**config.mk**
```make
export PLATFORM = sky130hd
export DESIGN_NAME = alu_control_mc_flat
export DESIGN_NICKNAME = d
export VERILOG_FILES = /design/src/rtl/alu_ctrl_pkg.sv /design/src/rtl/alu_control_mc_if.sv /design/src/rtl/alu_ctrl_decode.sv /design/src/rtl/alu_control_mc.sv /design/src/flat_wrapper.sv
export SDC_FILE = /design/constraint.sdc
export NUM_CORES = 1
export LEC_CHECK = 0
export ABC_AREA = 1
export CORE_MARGIN = 4
export CORE_UTILIZATION = 59
export DETAILED_ROUTE_END_ITERATION = 8
export DONT_BUFFER_PORTS = 1
export GPL_ROUTABILITY_DRIVEN = 0
export GPL_TIMING_DRIVEN = 0
export PLACE_DENSITY_LB_ADDON = 0.12
export SLEW_MARGIN = 40
export SYNTH_ARGS = -nofsm -noshare
export SYNTH_HDL_FRONTEND = slang
export SYNTH_SLANG_ARGS = --single-unit
```
**constraint.sdc**
```tcl
create_clock -name clk -period 1.9 [get_ports clk]
set_clock_uncertainty 0.15 [all_clocks]
set_input_delay 0.285 -clock clk [delete_from_list [all_inputs] [get_ports clk]]
set_output_delay 0.285 -clock clk [all_outputs]
set_load 0.02 [all_outputs]
```
**src/rtl/alu_ctrl_pkg.sv**
```systemverilog
// Shared types and constants for the ALU control unit.
// Optional feature macro: ALU_CTRL_ILLEGAL_EN (illegal-decode flag output).
package alu_ctrl_pkg;

    localparam int unsigned CODE_W = 4;
    localparam int unsigned SEL_W  = 9;

    typedef logic [CODE_W-1:0] code_t;
    typedef logic [SEL_W-1:0]  sel_t;

    localparam code_t OP_AND      = 4'b0000;
    localparam code_t OP_OR       = 4'b0001;
    localparam code_t OP_NOR      = 4'b0010;
    localparam code_t OP_ADD      = 4'b0011;
    localparam code_t OP_SUB      = 4'b0100;
    localparam code_t OP_LUI      = 4'b0101;
    localparam code_t OP_SLL      = 4'b0110;
    localparam code_t OP_SRL      = 4'b0111;
    localparam code_t OP_MUL_STEP = 4'b1000;
    localparam code_t OP_DEFAULT  = 4'b1001;
    localparam code_t OP_DIV_STEP = 4'b1010;
    localparam code_t OP_MD_DONE  = 4'b1011;

    // {alu_op[2:0], funct[5:0]} selectors; I-type entries ignore funct
    localparam sel_t SEL_AND   = 9'b111_100100;
    localparam sel_t SEL_OR    = 9'b111_100101;
    localparam sel_t SEL_NOR   = 9'b111_100111;
    localparam sel_t SEL_ADD   = 9'b111_100000;
    localparam sel_t SEL_SUB   = 9'b111_100010;
    localparam sel_t SEL_SLL   = 9'b111_000000;
    localparam sel_t SEL_SRL   = 9'b111_000010;
    localparam sel_t SEL_MULT  = 9'b111_011000;
    localparam sel_t SEL_MULTU = 9'b111_011001;
    localparam sel_t SEL_DIV   = 9'b111_011010;
    localparam sel_t SEL_DIVU  = 9'b111_011011;
    localparam sel_t SEL_ADDI  = 9'b100_??????;
    localparam sel_t SEL_ORI   = 9'b101_??????;
    localparam sel_t SEL_ANDI  = 9'b110_??????;
    localparam sel_t SEL_LUI   = 9'b011_??????;

    typedef enum logic [1:0] {
        ST_IDLE   = 2'd0,
        ST_ITER   = 2'd1,
        ST_FINISH = 2'd2
    } state_t;

    typedef struct packed {
        code_t code;
        logic  is_md;
        logic  is_signed;
        logic  is_illegal;
    } dec_t;

    function automatic logic is_muldiv(sel_t sel);
        return (sel == SEL_MULT) || (sel == SEL_MULTU) ||
               (sel == SEL_DIV)  || (sel == SEL_DIVU);
    endfunction

    function automatic logic is_signed_md(sel_t sel);
        return (sel == SEL_MULT) || (sel == SEL_DIV);
    endfunction

endpackage

```
**src/rtl/alu_control_mc_if.sv**
```systemverilog
// Issue-side bus of the ALU control unit: request handshake, decode result, mult/div status.
// Optional feature macro: ALU_CTRL_ILLEGAL_EN adds illegal_o.
interface alu_control_mc_if #(
    parameter int unsigned ALUOP_W   = 3,
    parameter int unsigned FUNCT_W   = 6,
    parameter int unsigned OPER_W    = 4,
    parameter int unsigned MD_CYCLES = 32,
    parameter int unsigned CNT_W     = (MD_CYCLES > 1) ? $clog2(MD_CYCLES) : 1
);
    logic               valid_i;
    logic               ready_o;
    logic [ALUOP_W-1:0] alu_op;
    logic [FUNCT_W-1:0] alu_function;
    logic               flush_i;
    logic               valid_o;
    logic [OPER_W-1:0]  alu_operation;
    logic               busy_o;
    logic               md_signed_o;
    logic [CNT_W-1:0]   step_idx_o;
    logic               hilo_we_o;
`ifdef ALU_CTRL_ILLEGAL_EN
    logic               illegal_o;
`endif

    modport master (
        output valid_i, alu_op, alu_function, flush_i,
`ifdef ALU_CTRL_ILLEGAL_EN
        input  illegal_o,
`endif
        input  ready_o, valid_o, alu_operation, busy_o, md_signed_o, step_idx_o, hilo_we_o
    );

    modport slave (
        input  valid_i, alu_op, alu_function, flush_i,
`ifdef ALU_CTRL_ILLEGAL_EN
        output illegal_o,
`endif
        output ready_o, valid_o, alu_operation, busy_o, md_signed_o, step_idx_o, hilo_we_o
    );

endinterface

```
**src/rtl/alu_ctrl_decode.sv**
```systemverilog
// Combinational decode of {alu_op, funct} into operation code and mult/div attributes.
// Optional feature macro: ALU_CTRL_ILLEGAL_EN (consumer of is_illegal lives in the top).
module alu_ctrl_decode
    import alu_ctrl_pkg::*;
#(
    parameter int unsigned ALUOP_W = 3,
    parameter int unsigned FUNCT_W = 6
) (
    input  logic [ALUOP_W-1:0] alu_op,
    input  logic [FUNCT_W-1:0] alu_function,
    output dec_t               dec_c
);

    localparam int unsigned OP_SEL_W = 3;
    localparam int unsigned FN_SEL_W = 6;

    logic op_fits_c;
    logic fn_fits_c;
    sel_t sel_c;

    // Fields that do not fit the 9-bit selector are forced onto encodings that decode as DEFAULT
    always_comb begin
        op_fits_c = (ALUOP_W'(OP_SEL_W'(alu_op)) == alu_op);
        fn_fits_c = (FUNCT_W'(FN_SEL_W'(alu_function)) == alu_function);
        sel_c     = {op_fits_c ? OP_SEL_W'(alu_op) : 3'b000,
                     fn_fits_c ? FN_SEL_W'(alu_function) : 6'b111111};
    end

    always_comb begin
        dec_c = '0;
        casez (sel_c)
            SEL_AND:             dec_c.code = OP_AND;
            SEL_OR:              dec_c.code = OP_OR;
            SEL_NOR:             dec_c.code = OP_NOR;
            SEL_ADD:             dec_c.code = OP_ADD;
            SEL_SUB:             dec_c.code = OP_SUB;
            SEL_SLL:             dec_c.code = OP_SLL;
            SEL_SRL:             dec_c.code = OP_SRL;
            SEL_MULT, SEL_MULTU: dec_c.code = OP_MUL_STEP;
            SEL_DIV, SEL_DIVU:   dec_c.code = OP_DIV_STEP;
            SEL_ADDI:            dec_c.code = OP_ADD;
            SEL_ORI:             dec_c.code = OP_OR;
            SEL_ANDI:            dec_c.code = OP_AND;
            SEL_LUI:             dec_c.code = OP_LUI;
            default:             dec_c.code = OP_DEFAULT;
        endcase
        dec_c.is_illegal = (dec_c.code == OP_DEFAULT);
        dec_c.is_md      = is_muldiv(sel_c);
        dec_c.is_signed  = is_signed_md(sel_c);
    end

endmodule

```
**src/rtl/alu_control_mc.sv**
```systemverilog
// Registered ALU control: single-cycle decode plus iterative mult/div sequencing.
// Optional feature macro: ALU_CTRL_ILLEGAL_EN adds a registered illegal_o flag.
module alu_control_mc
    import alu_ctrl_pkg::*;
#(
    parameter int unsigned ALUOP_W   = 3,
    parameter int unsigned FUNCT_W   = 6,
    parameter int unsigned OPER_W    = 4,
    parameter int unsigned MD_CYCLES = 32,
    parameter int unsigned CNT_W     = (MD_CYCLES > 1) ? $clog2(MD_CYCLES) : 1
) (
    input  logic             clk,
    input  logic             reset,
    alu_control_mc_if.slave  bus
);

    state_t            state_q;
    state_t            state_n;
    dec_t              dec_c;
    logic              accept_c;
    logic              start_md_c;
    logic              last_step_c;

    logic [OPER_W-1:0] op_q,     op_d;
    logic              valid_q,  valid_d;
    logic              busy_q,   busy_d;
    logic              signed_q, signed_d;
    logic              hilo_q,   hilo_d;
    logic [CNT_W-1:0]  step_q,   step_d;
`ifdef ALU_CTRL_ILLEGAL_EN
    logic              illegal_q, illegal_d;
`endif

    alu_ctrl_decode #(
        .ALUOP_W (ALUOP_W),
        .FUNCT_W (FUNCT_W)
    ) u_decode (
        .alu_op       (bus.alu_op),
        .alu_function (bus.alu_function),
        .dec_c        (dec_c)
    );

    always_comb begin
        accept_c    = bus.valid_i && (state_q == ST_IDLE) && !bus.flush_i;
        start_md_c  = accept_c && dec_c.is_md && !dec_c.is_illegal;
        last_step_c = (state_q == ST_ITER) && (step_q == CNT_W'(MD_CYCLES - 1));
    end

    always_ff @(posedge clk) begin
        if (reset) begin
            state_q <= ST_IDLE;
        end else begin
            state_q <= state_n;
        end
    end

    always_comb begin
        state_n = state_q;
        if (bus.flush_i) begin
            state_n = ST_IDLE;
        end else begin
            unique case (state_q)
                ST_IDLE:   if (start_md_c)  state_n = ST_ITER;
                ST_ITER:   if (last_step_c) state_n = ST_FINISH;
                ST_FINISH: state_n = ST_IDLE;
                default:   state_n = ST_IDLE;
            endcase
        end
    end

    // Next values of the registered outputs; a flush leaves every pulse at its default of 0
    always_comb begin
        op_d     = op_q;
        valid_d  = 1'b0;
        busy_d   = 1'b0;
        signed_d = 1'b0;
        hilo_d   = 1'b0;
        step_d   = '0;
`ifdef ALU_CTRL_ILLEGAL_EN
        illegal_d = 1'b0;
`endif
        if (!bus.flush_i) begin
            unique case (state_q)
                ST_IDLE: begin
                    if (accept_c) begin
                        op_d = OPER_W'(dec_c.code);
                        if (start_md_c) begin
                            busy_d   = 1'b1;
                            signed_d = dec_c.is_signed;
                        end else begin
                            valid_d = 1'b1;
`ifdef ALU_CTRL_ILLEGAL_EN
                            illegal_d = dec_c.is_illegal;
`endif
                        end
                    end
                end
                ST_ITER: begin
                    busy_d   = 1'b1;
                    signed_d = signed_q;
                    if (last_step_c) begin
                        op_d    = OPER_W'(OP_MD_DONE);
                        valid_d = 1'b1;
                        hilo_d  = 1'b1;
                    end else begin
                        step_d = step_q + CNT_W'(1);
                    end
                end
                default: ;
            endcase
        end
    end

    always_ff @(posedge clk) begin
        if (reset) begin
            op_q     <= OPER_W'(OP_DEFAULT);
            valid_q  <= 1'b0;
            busy_q   <= 1'b0;
            signed_q <= 1'b0;
            hilo_q   <= 1'b0;
            step_q   <= '0;
`ifdef ALU_CTRL_ILLEGAL_EN
            illegal_q <= 1'b0;
`endif
        end else begin
            op_q     <= op_d;
            valid_q  <= valid_d;
            busy_q   <= busy_d;
            signed_q <= signed_d;
            hilo_q   <= hilo_d;
            step_q   <= step_d;
`ifdef ALU_CTRL_ILLEGAL_EN
            illegal_q <= illegal_d;
`endif
        end
    end

    assign bus.ready_o       = (state_q == ST_IDLE);
    assign bus.alu_operation = op_q;
    assign bus.valid_o       = valid_q;
    assign bus.busy_o        = busy_q;
    assign bus.md_signed_o   = signed_q;
    assign bus.hilo_we_o     = hilo_q;
    assign bus.step_idx_o    = step_q;
`ifdef ALU_CTRL_ILLEGAL_EN
    assign bus.illegal_o     = illegal_q;
`endif

endmodule

```
**src/flat_wrapper.sv**
```systemverilog
// flat-port wrapper written by rule: the top's interface ports become plain ports
module alu_control_mc_flat import alu_ctrl_pkg::*;
#(
    parameter int unsigned ALUOP_W   = 3,
    parameter int unsigned FUNCT_W   = 6,
    parameter int unsigned OPER_W    = 4,
    parameter int unsigned MD_CYCLES = 32,
    parameter int unsigned CNT_W     = (MD_CYCLES > 1) ? $clog2(MD_CYCLES) : 1
)
  (clk, reset, bus_valid_i, bus_alu_op, bus_alu_function, bus_flush_i, bus_ready_o, bus_valid_o, bus_alu_operation, bus_busy_o, bus_md_signed_o, bus_step_idx_o, bus_hilo_we_o);
  alu_control_mc_if #(.ALUOP_W(ALUOP_W), .FUNCT_W(FUNCT_W), .OPER_W(OPER_W), .MD_CYCLES(MD_CYCLES), .CNT_W(CNT_W)) bus_i ();
  input  logic clk;
  input  logic reset;
  input wire logic [$bits(bus_i.valid_i)-1:0] bus_valid_i;
  input wire logic [$bits(bus_i.alu_op)-1:0] bus_alu_op;
  input wire logic [$bits(bus_i.alu_function)-1:0] bus_alu_function;
  input wire logic [$bits(bus_i.flush_i)-1:0] bus_flush_i;
  output wire logic [$bits(bus_i.ready_o)-1:0] bus_ready_o;
  output wire logic [$bits(bus_i.valid_o)-1:0] bus_valid_o;
  output wire logic [$bits(bus_i.alu_operation)-1:0] bus_alu_operation;
  output wire logic [$bits(bus_i.busy_o)-1:0] bus_busy_o;
  output wire logic [$bits(bus_i.md_signed_o)-1:0] bus_md_signed_o;
  output wire logic [$bits(bus_i.step_idx_o)-1:0] bus_step_idx_o;
  output wire logic [$bits(bus_i.hilo_we_o)-1:0] bus_hilo_we_o;
  assign bus_i.valid_i = bus_valid_i;
  assign bus_i.alu_op = bus_alu_op;
  assign bus_i.alu_function = bus_alu_function;
  assign bus_i.flush_i = bus_flush_i;
  assign bus_ready_o = bus_i.ready_o;
  assign bus_valid_o = bus_i.valid_o;
  assign bus_alu_operation = bus_i.alu_operation;
  assign bus_busy_o = bus_i.busy_o;
  assign bus_md_signed_o = bus_i.md_signed_o;
  assign bus_step_idx_o = bus_i.step_idx_o;
  assign bus_hilo_we_o = bus_i.hilo_we_o;
  alu_control_mc #(.ALUOP_W(ALUOP_W), .FUNCT_W(FUNCT_W), .OPER_W(OPER_W), .MD_CYCLES(MD_CYCLES), .CNT_W(CNT_W)) u_core (.clk(clk), .reset(reset), .bus(bus_i));
endmodule
```
---- After elaboration in Yosys (flattened, before gate mapping) ----
Index checks and enable logic that the tools add are counted.
storage, ports and cells
  logic and storage cells ................. 71
  input port bits ......................... 13
  register bits after elaboration ......... 15
operators by class
  eq/ne operators ......................... 21
  muxes and demuxes ....................... 17
  reduce and logical (&&, ||, !) cells .... 23
  add/sub/neg operators ................... 1
  bitwise gates (word level) .............. 2
operators by type and width
  cell                                           count
  == test 9 bit, second input constant           11
  case mux 4 bit (10 select lines)               1
  OR reduction 2 bit                             6
  == test 3 bit, second input constant           3
  2-to-1 mux 4 bit                               2
  case mux 4 bit (2 select lines)                1
  2-to-1 mux 1 bit                               7
  != test 2 x 1 -> 1 bit, second input constant  3
  case mux 1 bit (2 select lines)                3
  adder 5 x 1 -> 5 bit, second input constant    1
  == test 5 bit, second input constant           1
  logical AND 1 bit                              5
  == test 4 bit, second input constant           1
  logical OR 1 bit                               4
  2-to-1 mux 2 bit                               2
  case mux 2 bit (2 select lines)                1
  AND reduction 4 bit                            1
  OR reduction 4 bit                             1
  == test 3 x 2 -> 1 bit, second input constant  1
  OR reduction 3 bit                             1
  == test 2 x 1 -> 1 bit, second input constant  1
  zero test 1 bit                                2
  zero test 2 bit                                1
  NOT 1 bit                                      2
  other kinds (2)                                2

---- Logic depth before layout (Yosys ltp) ----
Gate-level depths: netlist (run 1).
  depth after elaboration ................. 9
  depth in mapped cells ................... 11
  mapped depth without buffers ............ 11

---- Cells and area by module ----
Synthesis (run 1) repeated with hierarchy kept, for this count alone.
second synthesis, totals
  cells, all modules ...................... 152
  area, all modules ....................... 1008.5 um2
by module, submodules not included
  module           instances  cells an instance  area an instance (um2)  sequential area each (um2)
  alu_control_mc   1          85                 661.9                   300.3
  alu_ctrl_decode  1          67                 346.6                   0.0

---- Worst setup path after synthesis (run 1) ----
No wires, ideal clock.
  path type ............................... reg-to-reg
  start ................................... register u_core.step_q[0], in the netlist u_core.bus.step_idx_o[0]
  end ..................................... register u_core.op_q[0], in the netlist u_core.bus.alu_operation[0]
  period minus slack after synthesis ...... 1.776 ns
  stages on the path, launching flop included .. 10
  arrival time ............................ 1.514 ns
  buffers on the path ..................... 0
  path slack .............................. 0.124 ns
  path through ............................ dfxtp_1 ha_1 inv_1 nor2_1 ha_1 nor2_1 nor2_1 or2_2 nand2_1 nand2_1
on the way
  cells in the longest elaborated chain, start to end .. 4
ends and longest elaborated chain
  item                              RTL line               source
  start: declaration                alu_control_mc.sv:29   logic [CNT_W-1:0] step_q, step_d;
  start signal: assignment          alu_control_mc.sv:131  step_q <= step_d;
  == test 5 bit                     alu_control_mc.sv:46   last_step_c = (state_q == ST_ITER) && (step_q == CNT_W'(MD_CYCLES - 1));
  logical AND 1 bit                 alu_control_mc.sv:46
  != test 2 x 1 -> 1 bit (no line)  n/a
  AND reduction 4 bit (no line)     n/a
  end signal: assignment            alu_control_mc.sv:116  op_q <= OPER_W'(OP_DEFAULT);
  end signal: assignment            alu_control_mc.sv:126  op_q <= op_d;
  end: declaration                  alu_control_mc.sv:24   logic [OPER_W-1:0] op_q, op_d;
No other way between the ends.
A chain may end at the register's enable or synchronous reset.

---- Final worst setup path (run 1) ----
Ends and elaborated chain as after synthesis.

==> impl_metrics.csv, run 1 <==
group,metric,value,unit
status,status,"finished clean",
global_route,number_of_antenna_violations_at_the_first_check_in_global_routing,0,
finish,antenna_diode_count,0,
sta,timing.final.max_slew_violations,0,
clock_tree,tritoncts.num_buffers,3,
placement,post_place_cell_area,855.8,um^2
worst_setup_path,endpoint_kind,"flop",
finish,number_of_nets_in_the_finished_design,157,
global_route,wire_length_of_the_first_global_routing_pass,2670,um
finish,synthesis_to_finish_area_growth,11.96,%
synthesis,instance_count_of_the_mapped_netlist,133,
run,drv.max_cap_violation_count,0,
floorplanning,fp.coreArea,1318,um^2
sta,min_period,1775,ps
power_and_ir_drop,total_leakage_power,0.0004719,uW
floorplanning,die_y,45.67,um
power_and_ir_drop,ir_drop_worst_case_vdd,0.0006645,V
sta,post-route-period-util,0.9344,
worst_setup_path,ff2ff_path_depth,9,
sta,timing.fmax,0.5633,GHz
placement,placedCellCount,148,
floorplanning,initial_core_util,0.6353,
worst_hold_path,hold_start,"bus_flush_i",
worst_hold_path,hold_path.class,"input pin to flop",
worst_setup_path,rr_startpoint,"u_core.bus.step_idx_o[0]$_SDFF_PP0_",
clock_tree,clk_transition_reported_paths,80,ps
routing,final_antenna_net_count,0,
sta,slew_headroom,0.7496,
power_and_ir_drop,powerDensity,594.6,nW/um^2
sta,timing.final.hold_violations,0,
synthesis,avgSynthCellArea,6.294,um^2
finish,layoutNonFillerInstCount,156,
global_route,largest_net_degree_at_the_start_of_global_routing,11,
worst_hold_path,min_delay_path_depth,3,
finish,layout.cell_area.non_filler,937.1,um^2
synthesis,synth-seq-area-share,0.3587,
finish,multi_input_comb_area,466.7,um^2
clock_tree,cts.repair_timing.setup_buffer_count,0,
clock_tree,cts_max_path_buffers,2,
global_route,grt_use_total,0.1788,
worst_setup_path,critPathRequiredTime,1920,ps
sta,final.setup.worst_slack,124.6,ps
power_and_ir_drop,report.power.total,557.3,uW
synthesis,yosysUniqueCellTypes,23,
placement,dpl_wire_length,1287,um
floorplanning,design.die.area,2085,um^2
worst_setup_path,r2r_slack,120,ps
synthesis,postSynthRegisterBits,15,
synthesis,synth-warning-count,0,
worst_setup_path,cp_max_fo,4,
finish,layout.area.seq,305.3,um^2
routing,drt_drc_violations_left,0,
finish,num-fill-cells,121,
synthesis,mappedNetlistNets,148,
placement,buffer_ports.inserted,0,
placement,place_ws,-49.39,ps
global_route,vias_in_the_first_global_route,711,
floorplanning,ios,27,
worst_setup_path,crit_type,"flop to flop",
routing,drt_iter0_drc,21,
clock_tree,cts-htree-levels,1,
worst_setup_path,cp-start-kind,"flop",
sta,worstMarginPinSlew,374.2,ps
routing,totalWireLength,1626,um
finish,share_of_layout_cells_above_drive_strength_1,0.1348,
sta,totalNegativeSetupSlack,0,ps
worst_setup_path,worst_path_largest_cell_delay,380,ps
clock_tree,tritoncts,"done",
routing,post_drt_wl_per_cell,10.42,um
worst_setup_path,worst_ep_arrival_time,1800,ps
routing,drt_pre_antenna_iters,4,
routing,via_count,782,
clock_tree,insertion_delay,280,ps
worst_setup_path,worstSetupStartpoint,"u_core.bus.step_idx_o[0]$_SDFF_PP0_",
sta,final_setup_violations,0,
worst_setup_path,crit_chain,"ha_1 -> inv_1 -> nor2_1 -> ha_1 -> nor2_4 -> nor2_2 -> or2_2 -> nand2_1 -> nand2_1",
floorplanning,die_w,45.67,um
clock_tree,cts.sink_count,15,
routing,viasPerCell,5.013,
global_route,grt_overflow,0,
clock_tree,cts_root_buf,"sky130_fd_sc_hd__clkbuf_4",
floorplanning,core.rowCount,13,
sta,setup_repair_after_global_routing_missed_its_margin,"no",
synthesis,synthesis.area,837.1,um^2
worst_setup_path,crit_slowest_cell,"sky130_fd_sc_hd__dfxtp_4",
==> path summary, 6_finish.rpt <==
kind / end
worst min-delay path: u_core.bus.hilo_we_o$_SDFF_PP0_
worst max register to register: u_core.bus.alu_operation[0]$_SDFFE_PP1P_
worst min register to register: u_core.bus.step_idx_o[0]$_SDFF_PP0_
worst max-delay path: u_core.bus.alu_operation[0]$_SDFFE_PP1P_
==> cell usage after synthesis (all sizes together) <==
cell / instances / share of area
a21boi: 1 / 0.0090
a21oi: 3 / 0.022
a22oi: 1 / 0.0090
buf: 2 / 0.015
dfxtp: 15 / 0.36
ha: 2 / 0.030
inv: 18 / 0.081
nand2: 35 / 0.16
nand3: 10 / 0.060
nand4: 3 / 0.022
nor2: 32 / 0.15
nor3: 2 / 0.018
o21ai: 3 / 0.018
or2: 5 / 0.037
xor2: 1 / 0.010
==> area by class of cell <==
cell class              instances  area share
plain buffers                   2     0.01335
flip-flops and latches         15      0.3258
well taps                      15     0.02003
inverters                      18     0.07210
clock buffers                   4     0.02804
repair buffers                  4     0.04272
multi-input cells              98      0.4980
==> cells in the final DEF, fill, tap and decap left out <==
master | synthesis | layout
sky130_fd_sc_hd__nor3_2 | 1 | 1
sky130_fd_sc_hd__inv_1 | 17 | 17
sky130_fd_sc_hd__a21oi_1 | 2 | 2
sky130_fd_sc_hd__ha_1 | 2 | 2
sky130_fd_sc_hd__o21ai_1 | 1 | 1
sky130_fd_sc_hd__nand2_1 | 34 | 34
sky130_fd_sc_hd__inv_2 | 1 | 1
sky130_fd_sc_hd__dlygate4sd3_1 | 0 | 4
sky130_fd_sc_hd__nor2_4 | 0 | 1
sky130_fd_sc_hd__dfxtp_1 | 15 | 13
sky130_fd_sc_hd__buf_4 | 1 | 1
sky130_fd_sc_hd__clkbuf_1 | 0 | 1
sky130_fd_sc_hd__dfxtp_4 | 0 | 1
sky130_fd_sc_hd__nand2_2 | 1 | 1
sky130_fd_sc_hd__nand3_1 | 10 | 10
sky130_fd_sc_hd__nor3_1 | 1 | 1
sky130_fd_sc_hd__nor2_2 | 2 | 3
sky130_fd_sc_hd__nor2_1 | 30 | 28
sky130_fd_sc_hd__o21ai_0 | 2 | 2
sky130_fd_sc_hd__or2_2 | 4 | 4
sky130_fd_sc_hd__clkbuf_4 | 0 | 3
sky130_fd_sc_hd__nand4_1 | 3 | 3
sky130_fd_sc_hd__or2_1 | 1 | 1
sky130_fd_sc_hd__dfxtp_2 | 0 | 1
sky130_fd_sc_hd__a21oi_2 | 1 | 1
sky130_fd_sc_hd__a22oi_1 | 1 | 1
sky130_fd_sc_hd__buf_2 | 1 | 1
sky130_fd_sc_hd__xor2_1 | 1 | 1
sky130_fd_sc_hd__a21boi_0 | 1 | 1
==> power breakdown <==
| group | leakage, uW | switching, uW | internal (uW) |
|---|---|---|---|
| logic | 0.000334 | 33.5 | 24.7 |
| registers | 0.000123 | 7.32 | 317 |
| clock network | 0.0000150 | 93.4 | 81.5 |
| total | 0.000472 | 134 | 423 |
==> metal layers <==
layer / GRT usage / vias to the layer above / part of all wire
met5: 0 / - / 0
met4: 0.05263 / 0 / 0.0098
met3: 0.08696 / 4 / 0.10
met1: 0.2416 / 327 / 0.48
met2: 0.2479 / 25 / 0.41
li1: - / 426 / -
==> worst max-delay path, delay by kind of cell, from the launching register on <==
| kind | cells | cell delay [ps] |
|---|---|---|
| simple gates | 6 | 640 |
| fa+ha+maj | 2 | 420 |
| flops | 1 | 380 |
| buf+inv | 1 | 80 |
==> kinds of logic (layout without fill, tap and decap cells) <==
kind of cell,Yosys count,count (layout),share of synthesized area
AND/OR/NAND/NOR,87,87,0.4469
buffers and inverters,20,28,0.09566
adder cells (fa/ha/maj),2,2,0.02989
AO/OA/AOI/OAI,8,8,0.05830
XOR/XNOR,1,1,0.01047
flip-flops,15,15,0.3587
==> metrics by stage <==
stage	util	hold WS, ps
2_1_floorplan	-	204.1
3_3_place_gp	0.6496	207.2
3_5_place_dp	0.6496	206.9
4_1_cts	0.6952	0.03603
5_1_grt	0.7113	22.24
6_report	0.7113	21.05
==> flip-flops by register name (all words and copies together) (netlist names) <==
name and count:
u_core.bus.step_idx_o 5, u_core.bus.alu_operation 4, u_core.state_q 2, u_core.bus.busy_o 1
u_core.bus.hilo_we_o 1, u_core.bus.md_signed_o 1, u_core.bus.valid_o 1
==> what timing repair did <==
| item | in CTS | in global routing |
|---|---|---|
| endpoints found under the hold margin | 4 | 1 |
| gates resized for setup | 2 | 4 |
| pin swaps | 0 | 1 |
| endpoints found under the setup margin | 2 | 2 |
| hold buffers | 3 | 1 |
Power figures use the tool's default switching activity.
==> run 2: changes to the inputs <==
CAP_MARGIN = 20   (was default)
==> results of run 2 <==
Same layout as run 1: the final DEF is identical, and so are final timing and power.
==> edit: new RTL, flow settings as in run 2 <==
Reset style: asynchronous (`reset`), changed in 2 clocked blocks.
--- a/src/rtl/alu_control_mc.sv
+++ b/src/rtl/alu_control_mc.sv
@@ -46,7 +46,7 @@
         last_step_c = (state_q == ST_ITER) && (step_q == CNT_W'(MD_CYCLES - 1));
     end
 
-    always_ff @(posedge clk) begin
+    always_ff @(posedge clk or posedge reset) begin
         if (reset) begin
             state_q <= ST_IDLE;
         end else begin
@@ -111,7 +111,7 @@
         end
     end
 
-    always_ff @(posedge clk) begin
+    always_ff @(posedge clk or posedge reset) begin
         if (reset) begin
             op_q     <= OPER_W'(OP_DEFAULT);
             valid_q  <= 1'b0;
Behaviour: differs if reset is asserted again (counterexample within 4 cycles, from zero or initial values and one cycle with reset high); with reset held inactive, the same outputs for 10 cycles.
==> edit against run 2 <==
- highest routed layer unchanged
- routed wire length rose by 13%
- area after synthesis rose by 11%
- largest cell class unchanged
- maximum frequency rose by 0.50%
- non-clock buffer count fell by 2
- total power rose by 12%
- count of clock-buffer cells in the layout fell by 1
- final area rose by 9.7%
- sequential cell count did not move
- worst setup slack improved by 8.8 ps
- via count rose by 3.1%
==> edit: results (changes against run 2) <==
| Metric | Value |
|---|---|
| Number of DRC markers in iteration 0 | `15 (-29%)` |
| WHS Endpoint | `u_core.bus.alu_operation[2]` |
| CP peak stage delay | `500 ps (+120 ps)` |
| Clock power share | `0.304 (-0.010)` |
| Top post-synthesis cells by count | `26 x nand2_1, 24 x nor2_1, 17 x inv_1, 13 x dfrtp_1, 11 x nand3_1` |
| Worst reg2reg path endpoint | `u_core.bus.alu_operation[3]` |
| First-pass GRT wire length | `3000 um (+12%)` |
| Normalized max-slew margin | `0.631 (-0.118)` |
| Outcome | `complete, no violations` |
| Highest-delay cell along the critical path | `dfrtp_2` |
| Crit path max-delay family | `flip-flops` |
| Routed via count | `806 (+3.1%)` |
| NetSw | `0.000178 W (+33%)` |
| Drt total wl | `1840 um (+13%)` |
| FFs w/ async S/R, synth | `1.00 (+1.00)` |
| Largest net degree at the start of global routing | `16 (+5)` |
| Worst hold slack | `27.9 ps (+6.82 ps)` |
| CTS clk-pin slew, worst paths | `100 ps (+20 ps)` |
| Post-DP HPWL | `1420 um (+10%)` |
| Setup crit start | `u_core.bus.step_idx_o[0]` |
| Fin nets | `148 (-5.7%)` |
| Net Count, Synth | `140 (-5.4%)` |
| Maximum vdd drop | `0.000448 V (-33%)` |
| Synth area leaders | `dfrtp_1 35%, nand2_1 11%, nor2_1 9.7%` |
| P_leak | `0.491 nW (+4.0%)` |
## edit: changes by cell type in the layout (fill, tap and decap cells not counted), moves of 3 or more
cell,change
nand2_2,+3
nand2_1,-8
nand4_1,-3
dfrtp_1,+11
nor2_1,-4
nor2_2,+4
dfxtp_1,-13
or2_2,-4
## edit: per-stage QoR
step / setup TNS [ps] / setup WS (ps) / util
finish: 0 / 133 / 0.691
global route: 0 / 16.2 / 0.691
CTS: 0 / 41.7 / 0.682
detailed placement: -18.4 / -16.6 / 0.636
global placement: 0 / 20.6 / 0.636
floorplan: 0 / 143 / -
## edit: cell families (layout without fill, tap and decap cells)
logic type,after synthesis,in the layout,share of synthesized area
DFF,15,15,0.408
and+or+nand+nor,80,80,0.414
AOI/OAI and AO/OA,7,7,0.0513
adders and majority gates,2,2,0.0270
buffers and inverters,20,27,0.0904
xor gates and xnor gates,1,1,0.00945
## edit: what timing repair did
action                     4_1_cts  5_1_grt
hold endpoints to repair        15        0
setup endpoints to repair        2        3
pin swaps                        0        1
hold buffers                     3        0
gates resized for setup          3        3
## edit: how the worst max path moves through the flow
stage	to	cells after the start
3_3_place_gp	u_core.bus.alu_operation[0]	9
3_5_place_dp	u_core.bus.alu_operation[3]	9
4_1_cts	u_core.bus.alu_operation[3]	9
2_1_floorplan	u_core.bus.alu_operation[0]	9
5_1_grt	u_core.bus.alu_operation[3]	9
6_report	u_core.bus.alu_operation[3]	9
## edit: power groups by stage
stage,Sequential (W),Clock [W],Combinational (W)
after floorplan,0.000361,0,0.0000615
after global placement,0.000362,0,0.0000697
after detailed placement,0.000363,0,0.0000725
after CTS,0.000357,0.000194,0.0000786
after global routing,0.000358,0.000208,0.0000896
final,0.000356,0.000190,0.0000788
## edit: worst reg2reg max path, delay by kind of cell (launching register included)
family | cells | cell delay, ps
adders and majority gates | 2 | 380
AOI/OAI and AO/OA | 1 | 180
and+or+nand+nor | 4 | 390
DFF | 1 | 500
buffers and inverters | 2 | 100
## edit: final cells by class
class                           instances  area, um2
Timing Repair Buffer                    3       30.0
Clock inverter                          1       7.51
Buffer                                  1       11.3
Tap cell                               16       20.0
Inverter                               19       72.6
Multi-Input combinational cell         90        484
Clock buffer                            3       22.5
Sequential cell                        15        380
Fill cell                             131        460
## edit: per-layer routing
metal / vias to the layer above / part of all wire / GRT usage
li1: 398 / - / -
met1: 378 / 0.41 / 0.235
met2: 25 / 0.48 / 0.313
met3: 5 / 0.091 / 0.0564
met4: 0 / 0.022 / 0.102
met5: - / 0 / 0
